### config.mk
export PLATFORM = sky130hd
export DESIGN_NAME = fifo_rd_stream_flat
export DESIGN_NICKNAME = d
export VERILOG_FILES = /design/src/rtl/fifo_rd_stream_if.sv /design/src/rtl/fifo_rd_stream.sv /design/src/flat_wrapper.sv
export SDC_FILE = /design/constraint.sdc
export NUM_CORES = 1
export LEC_CHECK = 0
export BUFFER_PORTS_ARGS = -buffer_cell sky130_fd_sc_hd__buf_2
export CAP_MARGIN = 20
export CELL_PAD_IN_SITES_DETAIL_PLACEMENT = 2
export CELL_PAD_IN_SITES_GLOBAL_PLACEMENT = 2
export CORE_MARGIN = 2
export CORE_UTILIZATION = 35
export DETAILED_ROUTE_END_ITERATION = 10
export GPL_ROUTABILITY_DRIVEN = 0
export PLACE_DENSITY_LB_ADDON = 0.1
export RECOVER_POWER = 50
export SLEW_MARGIN = 20
export SYNTH_ARGS = -nofsm -noshare
export SYNTH_HDL_FRONTEND = slang
export SYNTH_SLANG_ARGS = --single-unit
### constraint.sdc
create_clock -name rclk -period 4.2 [get_ports rclk]
set_input_delay 1.26 -clock rclk [delete_from_list [all_inputs] [get_ports rclk]]
set_output_delay 1.26 -clock rclk [all_outputs]
set_load 0.1 [all_outputs]
### src/rtl/fifo_rd_stream_if.sv
// -----------------------------------------------------------------------------
// fifo_rd_stream_if
// Groups the FIFO read-port signals and the outgoing valid/ready stream of the
// read-side drain engine into one bundle.
//
//   fifo_empty  FIFO empty flag (read clock domain)
//   fifo_rd_en  pop request towards the FIFO
//   fifo_dout   FIFO read data, valid a fixed latency after a pop
//   m_valid     stream word valid
//   m_ready     downstream accept
//   m_data      stream data
//   m_last      final word of a packet
//
// Modports:
//   master  the drain engine (drives fifo_rd_en and the stream outputs)
//   slave   the environment (FIFO read port plus downstream consumer)
// -----------------------------------------------------------------------------
interface fifo_rd_stream_if #(
  parameter int RD_DW = 8
);
  logic             fifo_empty;
  logic             fifo_rd_en;
  logic [RD_DW-1:0] fifo_dout;
  logic             m_valid;
  logic             m_ready;
  logic [RD_DW-1:0] m_data;
  logic             m_last;

  modport master (
    input  fifo_empty,
    input  fifo_dout,
    input  m_ready,
    output fifo_rd_en,
    output m_valid,
    output m_data,
    output m_last
  );

  modport slave (
    output fifo_empty,
    output fifo_dout,
    output m_ready,
    input  fifo_rd_en,
    input  m_valid,
    input  m_data,
    input  m_last
  );
endinterface

### src/rtl/fifo_rd_stream.sv
// -----------------------------------------------------------------------------
// fifo_rd_stream
// Read-side drain engine for an async FIFO. Pops words using the FIFO empty
// flag, tracks the fixed RAM read latency with a shift register of issue bits,
// catches returning words in a small circular buffer and presents them as a
// valid/ready stream with packet framing and running counters.
//
// Ports:
//   rclk      read-domain clock, rising edge
//   rst_n     asynchronous active-low reset
//   bus       fifo_rd_stream_if.master (FIFO read port + output stream)
//   word_cnt  words accepted downstream, wraps modulo 2^CNT_W
//   pkt_cnt   packets completed, wraps modulo 2^CNT_W
//   busy      a word is buffered or still in flight from the FIFO RAM
// -----------------------------------------------------------------------------
module fifo_rd_stream #(
  parameter int RD_DW   = 8,
  parameter int RD_LAT  = 1,
  parameter int PKT_LEN = 16,
  parameter int CNT_W   = 16
) (
  input  logic             rclk,
  input  logic             rst_n,
  fifo_rd_stream_if.master bus,
  output logic [CNT_W-1:0] word_cnt,
  output logic [CNT_W-1:0] pkt_cnt,
  output logic             busy
);

  // One slot per word that can be in flight plus one that is being presented.
  localparam int BUF_DEPTH = RD_LAT + 1;
  localparam int PTR_W     = $clog2(BUF_DEPTH);
  localparam int OCC_W     = $clog2(BUF_DEPTH + 1);
  localparam int SUM_W     = OCC_W + 1;
  localparam int BEAT_W    = (PKT_LEN > 1) ? $clog2(PKT_LEN) : 1;

  logic [RD_LAT-1:0] trk_q, trk_d;
  logic [RD_DW-1:0]  buf_q [BUF_DEPTH];
  logic [PTR_W-1:0]  head_q, head_d;
  logic [PTR_W-1:0]  tail_q, tail_d;
  logic [OCC_W-1:0]  occ_q, occ_d;
  logic [BEAT_W-1:0] beat_q, beat_d;
  logic [CNT_W-1:0]  word_cnt_q, word_cnt_d;
  logic [CNT_W-1:0]  pkt_cnt_q, pkt_cnt_d;

  logic [OCC_W-1:0]  inflight;
  logic [SUM_W-1:0]  committed;
  logic              wr;
  logic              pop;
  logic              valid;
  logic              at_last;
  logic              rd_en;

  // Issue tracker: bit 0 records this cycle's pop, the top bit marks the
  // cycle in which the matching word is present on fifo_dout.
  assign trk_d[0] = rd_en;
  generate
    for (genvar gi = 1; gi < RD_LAT; gi++) begin : g_trk
      assign trk_d[gi] = trk_q[gi-1];
    end
  endgenerate

  always_comb begin
    inflight = '0;
    for (int i = 0; i < RD_LAT; i++) begin
      inflight = inflight + OCC_W'(trk_q[i]);
    end
  end

  assign wr      = trk_q[RD_LAT-1];
  assign valid   = (occ_q != '0);
  assign pop     = valid & bus.m_ready;
  assign at_last = (beat_q == BEAT_W'(PKT_LEN - 1));

  // Space already promised to buffered and in-flight words; the slot freed by
  // a same-cycle pop can be reused immediately, which keeps 1 word/cycle.
  assign committed = SUM_W'(occ_q) + SUM_W'(inflight) - SUM_W'(pop);
  assign rd_en     = rst_n & ~bus.fifo_empty & (committed < SUM_W'(BUF_DEPTH));

  assign bus.fifo_rd_en = rd_en;
  assign bus.m_valid    = valid;
  assign bus.m_data     = buf_q[head_q];
  assign bus.m_last     = valid & at_last;

  assign word_cnt = word_cnt_q;
  assign pkt_cnt  = pkt_cnt_q;
  assign busy     = valid | (trk_q != '0);

  always_comb begin
    head_d     = head_q;
    tail_d     = tail_q;
    occ_d      = occ_q + OCC_W'(wr) - OCC_W'(pop);
    beat_d     = beat_q;
    word_cnt_d = word_cnt_q;
    pkt_cnt_d  = pkt_cnt_q;
    if (wr) begin
      tail_d = (tail_q == PTR_W'(BUF_DEPTH - 1)) ? '0 : tail_q + PTR_W'(1);
    end
    if (pop) begin
      head_d     = (head_q == PTR_W'(BUF_DEPTH - 1)) ? '0 : head_q + PTR_W'(1);
      word_cnt_d = word_cnt_q + CNT_W'(1);
      if (at_last) begin
        beat_d    = '0;
        pkt_cnt_d = pkt_cnt_q + CNT_W'(1);
      end else begin
        beat_d = beat_q + BEAT_W'(1);
      end
    end
  end

  always_ff @(posedge rclk or negedge rst_n) begin
    if (!rst_n) begin
      trk_q      <= '0;
      head_q     <= '0;
      tail_q     <= '0;
      occ_q      <= '0;
      beat_q     <= '0;
      word_cnt_q <= '0;
      pkt_cnt_q  <= '0;
      for (int i = 0; i < BUF_DEPTH; i++) begin
        buf_q[i] <= '0;
      end
    end else begin
      trk_q      <= trk_d;
      head_q     <= head_d;
      tail_q     <= tail_d;
      occ_q      <= occ_d;
      beat_q     <= beat_d;
      word_cnt_q <= word_cnt_d;
      pkt_cnt_q  <= pkt_cnt_d;
      if (wr) begin
        buf_q[tail_q] <= bus.fifo_dout;
      end
    end
  end

endmodule

### src/flat_wrapper.sv
// flat-port wrapper written by rule: the top's interface ports become plain ports
module fifo_rd_stream_flat 
#(
  parameter int RD_DW   = 8,
  parameter int RD_LAT  = 1,
  parameter int PKT_LEN = 16,
  parameter int CNT_W   = 16
)
  (rclk, rst_n, word_cnt, pkt_cnt, busy, bus_fifo_empty, bus_fifo_dout, bus_m_ready, bus_fifo_rd_en, bus_m_valid, bus_m_data, bus_m_last);
  fifo_rd_stream_if #(.RD_DW(RD_DW)) bus_i ();
  input  logic rclk;
  input  logic rst_n;
  output logic [CNT_W-1:0] word_cnt;
  output logic [CNT_W-1:0] pkt_cnt;
  output logic busy;
  input wire logic [$bits(bus_i.fifo_empty)-1:0] bus_fifo_empty;
  input wire logic [$bits(bus_i.fifo_dout)-1:0] bus_fifo_dout;
  input wire logic [$bits(bus_i.m_ready)-1:0] bus_m_ready;
  output wire logic [$bits(bus_i.fifo_rd_en)-1:0] bus_fifo_rd_en;
  output wire logic [$bits(bus_i.m_valid)-1:0] bus_m_valid;
  output wire logic [$bits(bus_i.m_data)-1:0] bus_m_data;
  output wire logic [$bits(bus_i.m_last)-1:0] bus_m_last;
  assign bus_i.fifo_empty = bus_fifo_empty;
  assign bus_i.fifo_dout = bus_fifo_dout;
  assign bus_i.m_ready = bus_m_ready;
  assign bus_fifo_rd_en = bus_i.fifo_rd_en;
  assign bus_m_valid = bus_i.m_valid;
  assign bus_m_data = bus_i.m_data;
  assign bus_m_last = bus_i.m_last;
  fifo_rd_stream #(.RD_DW(RD_DW), .RD_LAT(RD_LAT), .PKT_LEN(PKT_LEN), .CNT_W(CNT_W)) u_core (.rclk(rclk), .rst_n(rst_n), .bus(bus_i), .word_cnt(word_cnt), .pkt_cnt(pkt_cnt), .busy(busy));
endmodule
Word-level counts from Yosys, hierarchy flattened
Index checks and enable logic that the tools add are counted.
Operators by class
  add/sub/neg operators: 9
  magnitude comparators: 4
  eq/ne operators: 1
  multiplexer cells: 9
  bitwise logic cells: 8
  reduce and logical (&&, ||, !) cells: 3
Operators by type and width (count)
  $add A16 B1 Y16 const B: 2
  $mux W8: 4
  $bwmux W16: 1
  $demux W8 S1: 1
  $add A4 B1 Y4 const B: 1
  $and A1 B1 Y1: 4
  $eq A4 B4 Y1 const B: 1
  $ge A2 B2 Y1 const B: 2
  $mux W4: 1
  $not A1 Y2: 2
  $add A2 B1 Y3: 1
  $lt A3 B2 Y1 const B: 1
  $sub A3 B1 Y3: 1
  $add A1 B1 Y1 const B: 2
  $add A2 B1 Y2: 1
  $lt A2 B1 Y1 const B: 1
  $mux W1: 2
  $reduce_and A2 Y1: 1
  $reduce_bool A2 Y1: 1
  $sub A2 B1 Y2: 1
  $logic_and A1 B1 Y1: 1
  $not A1 Y1: 1
  $or A1 B1 Y1: 1
Storage, ports and cells
  flip-flop bits (word level): 57
  input bits: 12
  output and inout port bits: 44
  word-level logic and storage cells: 43

Logic depth before layout (Yosys ltp)
Gate-level depths: netlist (run 1).
  depth after elaboration: 6
  gate-level depth with buffers: 9
  mapped depth without buffers: 8

Worst setup path after synthesis (run 1)
No wires, ideal clock.
  path kind: input port to output port
  from: input port bus_m_ready
  to: output port bus_fifo_rd_en
  arrival: 5668 ps
  required time: 2940 ps
  setup slack: -2728 ps
  stages: 8
  path buffers: 0
  cells stage by stage: o21ai_2 inv_2 ha_1 inv_1 ha_1 fa_1 xnor2_1 nor4b_1
Between the ends
  longest elaborated chain between the ends: 4
RTL lines
  start, declared: line flat_wrapper.sv:18  | input wire logic [$bits(bus_i.m_ready)-1:0] bus_m_ready;
  $and A1 B1 Y1: line fifo_rd_stream.sv:72  | assign pop = valid & bus.m_ready;
  via u_core.pop: line fifo_rd_stream.sv:49  | logic pop;
  $sub A3 B1 Y3: line fifo_rd_stream.sv:77  | assign committed = SUM_W'(occ_q) + SUM_W'(inflight) - SUM_W'(pop);
  $lt A3 B2 Y1: line fifo_rd_stream.sv:78  | assign rd_en = rst_n & ~bus.fifo_empty & (committed < SUM_W'(BUF_DEPTH));
  $and A1 B1 Y1: line fifo_rd_stream.sv:78
  end, declared: line flat_wrapper.sv:19  | output wire logic [$bits(bus_i.fifo_rd_en)-1:0] bus_fifo_rd_en;
The timed path passes the listed nets, and every way through them passes these cells.

Worst setup path after layout (run 1)
  from: input port bus_m_ready
  to: output port bus_fifo_rd_en
Between the ends
  longest elaborated chain between the ends: 4
RTL lines
  $and A1 B1 Y1: line fifo_rd_stream.sv:72
  via u_core.pop: line fifo_rd_stream.sv:49
  $sub A3 B1 Y3: line fifo_rd_stream.sv:77
  via u_core.committed[1]: line fifo_rd_stream.sv:47  | logic [SUM_W-1:0] committed;
  $lt A3 B2 Y1: line fifo_rd_stream.sv:78
  $and A1 B1 Y1: line fifo_rd_stream.sv:78
The timed path passes the listed nets, and every way through them passes these cells.

==> results of run 1 <==
[report_power, final]
| part | internal [mW] | switching (mW) | leakage, nW |
|---|---|---|---|
| registers | 0.708 | 0.176 | 0.737 |
| logic | 0.358 | 1.05 | 0.713 |
| clock network | 0.301 | 0.218 | 0.102 |
[worst paths after layout]
path	cells past startpoint	endpoint	slack, ns	from
hold / removal	1	u_core.pkt_cnt[15]	0.47	u_core.pkt_cnt[15]
hold reg to reg	1	u_core.pkt_cnt[15]	0.47	u_core.pkt_cnt[15]
min in group asynchronous	2	u_core.word_cnt[13]	1.47	rst_n
setup / recovery	9	bus_fifo_rd_en	-0.02	bus_m_ready
max in group asynchronous	2	u_core.pkt_cnt[6]	1.85	rst_n
setup reg to reg	7	u_core.trk_q	2.01	u_core.occ_q[1]
[critical path, stage by stage]
cell and delay [ns]:
buf_8 0.10, o21ai_4 0.07, inv_4 0.06, ha_4 0.26, inv_2 0.04, ha_4 0.14
fa_2 0.45, nor4b_4 0.37, buf_12 0.22
[flip-flops by register name, summed over array words and instances, names as in the netlist]
name	cells
u_core.buf_q	16
u_core.pkt_cnt	16
u_core.word_cnt	16
u_core.beat_q	4
u_core.occ_q	2
u_core.head_q	1
u_core.tail_q	1
u_core.trk_q	1
[layer usage]
metal	wire, µm	part of all wire	vias up	global-route usage
met5	0	0	-	0
met4	75	0.012	0	0.0692
met3	248	0.041	6	0.0379
met2	3110	0.51	34	0.271
met1	2670	0.44	928	0.223
li1	-	-	836	-
[repair_timing]
action / 4_1_cts / 5_1_grt
gates resized for setup: 5 / 0
endpoints found under the setup margin: 1 / 1
hold endpoints to repair: 0 / 0
hold buffers: 0 / 0
pin swaps: 4 / 1
setup buffers: 2 / 0
[through the flow]
stage | hold slack [ns] | util | cell area, µm² | setup WS [ns] | std cells
after global routing | 0.501 | 0.453 | 3230 | -0.0828 | 374
final | 0.473 | 0.453 | 3230 | -0.0235 | 374
after floorplan | 0.463 | - | 2580 | -0.604 | 201
after detailed placement | 0.475 | 0.423 | 3020 | -0.139 | 357
after global placement | 0.460 | 0.423 | 3020 | -0.108 | 357
after CTS | 0.483 | 0.455 | 3250 | -0.0677 | 374
[cells by family after synthesis]
group / after synthesis
AND/OR/NAND/NOR: 62
flip-flops: 57
XOR/XNOR: 34
multiplexers: 25
AO/OA/AOI/OAI: 9
buffers and inverters: 8
adder cells (fa/ha/maj): 6
[final cells by class]
type / count / area, µm² / area share
well taps: 99 / 124 / 0.0383
flip-flops and latches: 57 / 1430 / 0.441
inverters: 6 / 25.0 / 0.00774
repair buffers: 61 / 334 / 0.103
clock inverters: 3 / 40.0 / 0.0124
clock buffers: 12 / 155 / 0.0480
multi-input cells: 136 / 1130 / 0.349
[cells in the mapped netlist]
library cell and number:
or2_2 1, o211ai_1 3, buf_4 1, o2111ai_1 1, nand3_4 1, o21ai_0 3, clkbuf_1 1, nor4_1 3
inv_1 5, nor4_2 2, xor2_1 10, o21ai_2 1, inv_2 1, nor4b_1 1, and3_1 2, and4_1 2
nand2_1 24, dfrtp_1 57, nand3_2 1, xnor2_1 24, ha_1 5, nor2_1 6, mux2_2 25, nand3_1 7
nor4_4 1, a21oi_1 1, nor2_2 1, fa_1 1, nand4_1 9, nor3_1 1
==> results.toml, run 1 <==
[outcome]
outcome = "complete, but fails checks"
violations = "negative setup slack"

[critical_path]
worstSetupPathType = "input pin to output port"
cp-end-kind = "output port"
required_ns = 2.94
critPathLaunchType = "input pin"
arrival_ns = 2.96
cp_max_fo = 2

[sta]
setup_tns_ns = -0.0235
slew_headroom = 0.0374
rsz0062_at_grt = "true"
hold_viol_final = 0
fin_skew_ns = 0.0107
worstMarginPinSlew_ns = 1.44
drv_slew = 0
setup_viol = 1
finalCritPeriodShare = 1.01
max_freq_ghz = 0.237
final.min_clock_period_ns = 4.22
setup_slack_ns = -0.0235

[yosys]
syn-num-nets = 219
synth.top_cell.area_share = 0.563
ys_seq_area_frac = 0.563
synthSimpleGateAreaFrac = 0.139
syn_area_mm2 = 0.00253
synth-seq-cells = 57
syn_area_per_cell_um2 = 12.6
synth_area_leader_cell = "dfrtp_1"
yosys_warnings = 0
muxShareOfSynthArea = 0.111
synth_area_leaders = "dfrtp_1 56%, mux2_2 11%, xnor2_1 8.3%"
synth_xor_xnor_area_share = 0.117
synth-compound-area-share = 0.0237
syn_inst = 201
synth_top_family_by_area = "simple AND/OR/NAND/NOR gates"
synth.distinct_cells = 30
synthAdderAreaFrac = 0.0326

[floorplan]
die_w_um = 89.1
core.rowCount = 31
die-height_um = 89.1
ios = 56
initial_core_util = 0.355
core_mm2 = 0.00714
dieArea_mm2 = 0.00794

[final_layout]
synthToLayoutAreaGrowth_pct = 27.6
drive_above_1_share = 0.396
nNetsFinal = 289
mostFrequentLayoutCells = "57 x dfrtp_1, 49 x buf_2, 25 x mux2_2, 24 x nand2_1, 23 x xnor2_1"
n_fill_cell = 761
antenna_cells = 0
layout_commonest_cell = "dfrtp_1"

[clock_tree]
clock-sinks = 57
cts_tree = "built"
clk-insertion-delay-late_ns = 0.33
numCtsBuffers = 9
cts_root_buf = "clkbuf_8"
htreeDepth = 3
clock_path_buffers = 2
cts.reportedPaths.clkPinSlew_ns = 0.06

[route]
routed_wl_um = 6110
vias = 1804
viasPerCell = 4.82
drtIter0Drc = 39
ant_nets = 0
drc_errors = 0
avgRoutedWirePerCell_um = 16.3
dr.pass1.iters = 4

[grt]
grt_pass1_wl_um = 10100
grt_pass1_vias = 1990
grt_usage = 0.170
overflow = 0
grt_max_degree = 58
antenna_found_initial = 0

[hold_path]
hp-class = "flip-flop to flip-flop"

[pwr]
power_mw = 2.82
power.density_mw_per_mm2 = 870
p_leak_nw = 1.55
ir_drop_mv = 0.383

[run]
maxCapViolCount = 0

[placement]
dp_hpwl_um = 4310
port_buffers = 55
(Power assumes the default switching activity.)
==> run 2, diff against run 1 <==
- CELL_PAD_IN_SITES_DETAIL_PLACEMENT: 2 -> not set
- CELL_PAD_IN_SITES_GLOBAL_PLACEMENT: 2 -> not set
- CORE_UTILIZATION: 35 -> 53
- PLACE_DENSITY: not set -> 0.78
- PLACE_DENSITY_LB_ADDON: 0.1 -> not set
==> run 2 against run 1 <==
  * The flow now finishes without violations
  * Utilization rose by 24 points
  * Non-clock buffer count fell by 2
  * Critical path depth rose by 1
  * Sequential share of layout area rose by 0.21 points
  * Flip-flop and latch count did not move
  * Count of clock-buffer cells in the layout fell by 1
  * Final area fell by 0.46%
  * Maximum frequency rose by 0.64%
  * First-iteration DRC count rose by 90%
  * Largest cell class unchanged
==> results.toml, run 2 (synthesis results as in run 1) <==
[clock_tree]
numCtsBuffers = 9
clock_path_buffers = 2
clk-insertion-delay-late_ns = 0.33
cts.reportedPaths.clkPinSlew_ns = 0.06
post-cts-setup-buffer-count = 0
htreeDepth = 3
cts_root_buf = "clkbuf_8"
cts_tree = "built"
clock-sinks = 57

[route]
avgRoutedWirePerCell_um = 14.5
drc_errors = 0
ant_nets = 0
vias = 1728
viasPerCell = 5.27
routed_wl_um = 4760
dr.pass1.iters = 4
drtIter0Drc = 74

[placement]
port_buffers = 55
dp_slack_ns = -0.130
dp_hpwl_um = 3380

[floorplan]
initial_core_util = 0.544
core_mm2 = 0.00466
core.rowCount = 25
die-height_um = 73.2
ios = 56
die_w_um = 73.2
dieArea_mm2 = 0.00535

[critical_path]
critPathLaunchType = "input pin"
arrival_ns = 2.94
crit_slowest_cell = "fa_2"
worstSetupPathType = "input pin to output port"
cp-end-kind = "output port"
cpMostUsedCell = "ha_4"
required_ns = 2.94
slowest_delay_ns = 0.34
cp_cell_sequence = "buf_8 > o21ai_4 > inv_4 > ha_4 > inv_2 > ha_4 > fa_2 > xnor2_2 > nor4b_4 > buf_12"
cp_max_fo = 2

[sta]
slew_headroom = 0.504
rsz0062_at_grt = "true"
max_freq_ghz = 0.238
hold_viol_final = 0
finalCritPeriodShare = 0.999
drv_slew = 0
fin_skew_ns = 0.00374
setup_slack_ns = 0.00330
setup_viol = 0
final.min_clock_period_ns = 4.20
worstMarginPinSlew_ns = 0.741

[grt]
antenna_found_initial = 0
grt_pass1_vias = 1712
grt_usage = 0.206
overflow = 0
grt_max_degree = 58
grt_pass1_wl_um = 8270

[final_layout]
nNetsFinal = 287
synthToLayoutAreaGrowth_pct = 27.0
mostFrequentLayoutCells = "57 x dfrtp_1, 50 x buf_2, 25 x mux2_2, 24 x nand2_1, 23 x xnor2_1"
antenna_cells = 0
drive_above_1_share = 0.401
layout_commonest_cell = "dfrtp_1"

[run]
maxCapViolCount = 0

[hold_path]
hp-class = "flip-flop to flip-flop"

[outcome]
outcome = "complete, no violations"
[run 2: changes by cell type in the layout (fill, tap and decap cells not counted), sizes merged]
cell / before / now
buf: 55 / 56
clkinv: 2 / 1
clkinvlp: 0 / 1
bufinv: 1 / 3
clkbuf: 18 / 14
[run 2: worst paths after layout]
kind / cells after the start / endpoint / start / slack [ns]
min reg2reg: 1 / u_core.pkt_cnt[15] / u_core.pkt_cnt[15] / 0.47
min: 1 / u_core.pkt_cnt[15] / u_core.pkt_cnt[15] / 0.47
min in group asynchronous: 2 / u_core.buf_q[3] / rst_n / 1.11
max: 10 / bus_fifo_rd_en / bus_m_ready / 0.003
max reg2reg: 8 / u_core.trk_q / u_core.occ_q[1] / 2.04
max in group asynchronous: 2 / u_core.pkt_cnt[5] / rst_n / 2.63
[run 2: per-layer routing]
metal | global-route usage | share of wire | vias to the layer above
met3 | 0.0456 | 0.044 | 11
met5 | 0 | 0 | -
met4 | 0.103 | 0.021 | 0
met1 | 0.278 | 0.47 | 838
li1 | - | - | 834
met2 | 0.314 | 0.46 | 45
[run 2: layout make-up]
type | count | area, µm²
Fill cell | 359 | 1440
Sequential cell | 57 | 1430
Multi-Input combinational cell | 136 | 1130
Timing Repair Buffer | 59 | 327
Clock buffer | 11 | 141
Clock inverter | 5 | 103
Tap cell | 54 | 67.6
Inverter | 6 | 25.0
[run 2: repair_timing]
| item | CTS | global route |
|---|---|---|
| pin swaps | 4 | 0 |
| resized for setup | 5 | 0 |
| hold buffers | 0 | 0 |
| setup endpoints to repair | 1 | 1 |
[run 2: metrics by stage]
step           setup TNS (ns)   util  cell area [µm²]  hold slack [ns]  std cells
2_1_floorplan          -0.604      -             2580            0.463        201
3_3_place_gp           -0.101  0.635             2960            0.455        312
3_5_place_dp           -0.130  0.635             2960            0.465        312
4_1_cts               -0.0132  0.692             3230            0.473        328
5_1_grt               -0.0637  0.691             3220            0.490        328
6_report                    0  0.691             3220            0.468        328
[run 2: critical path: cells and delay by family]
| family | cells | cell delay, ns |
|---|---|---|
| XOR/XNOR | 1 | 0.16 |
| AND/OR/NAND/NOR | 1 | 0.30 |
| buffers and inverters | 4 | 0.41 |
| adder cells (fa/ha/maj) | 3 | 0.73 |
| AO/OA/AOI/OAI | 1 | 0.06 |
Power of run 2 is left out: the tool's default activity adds up to more than one toggle a clock period on the data nets, which glitch-free logic cannot reach.
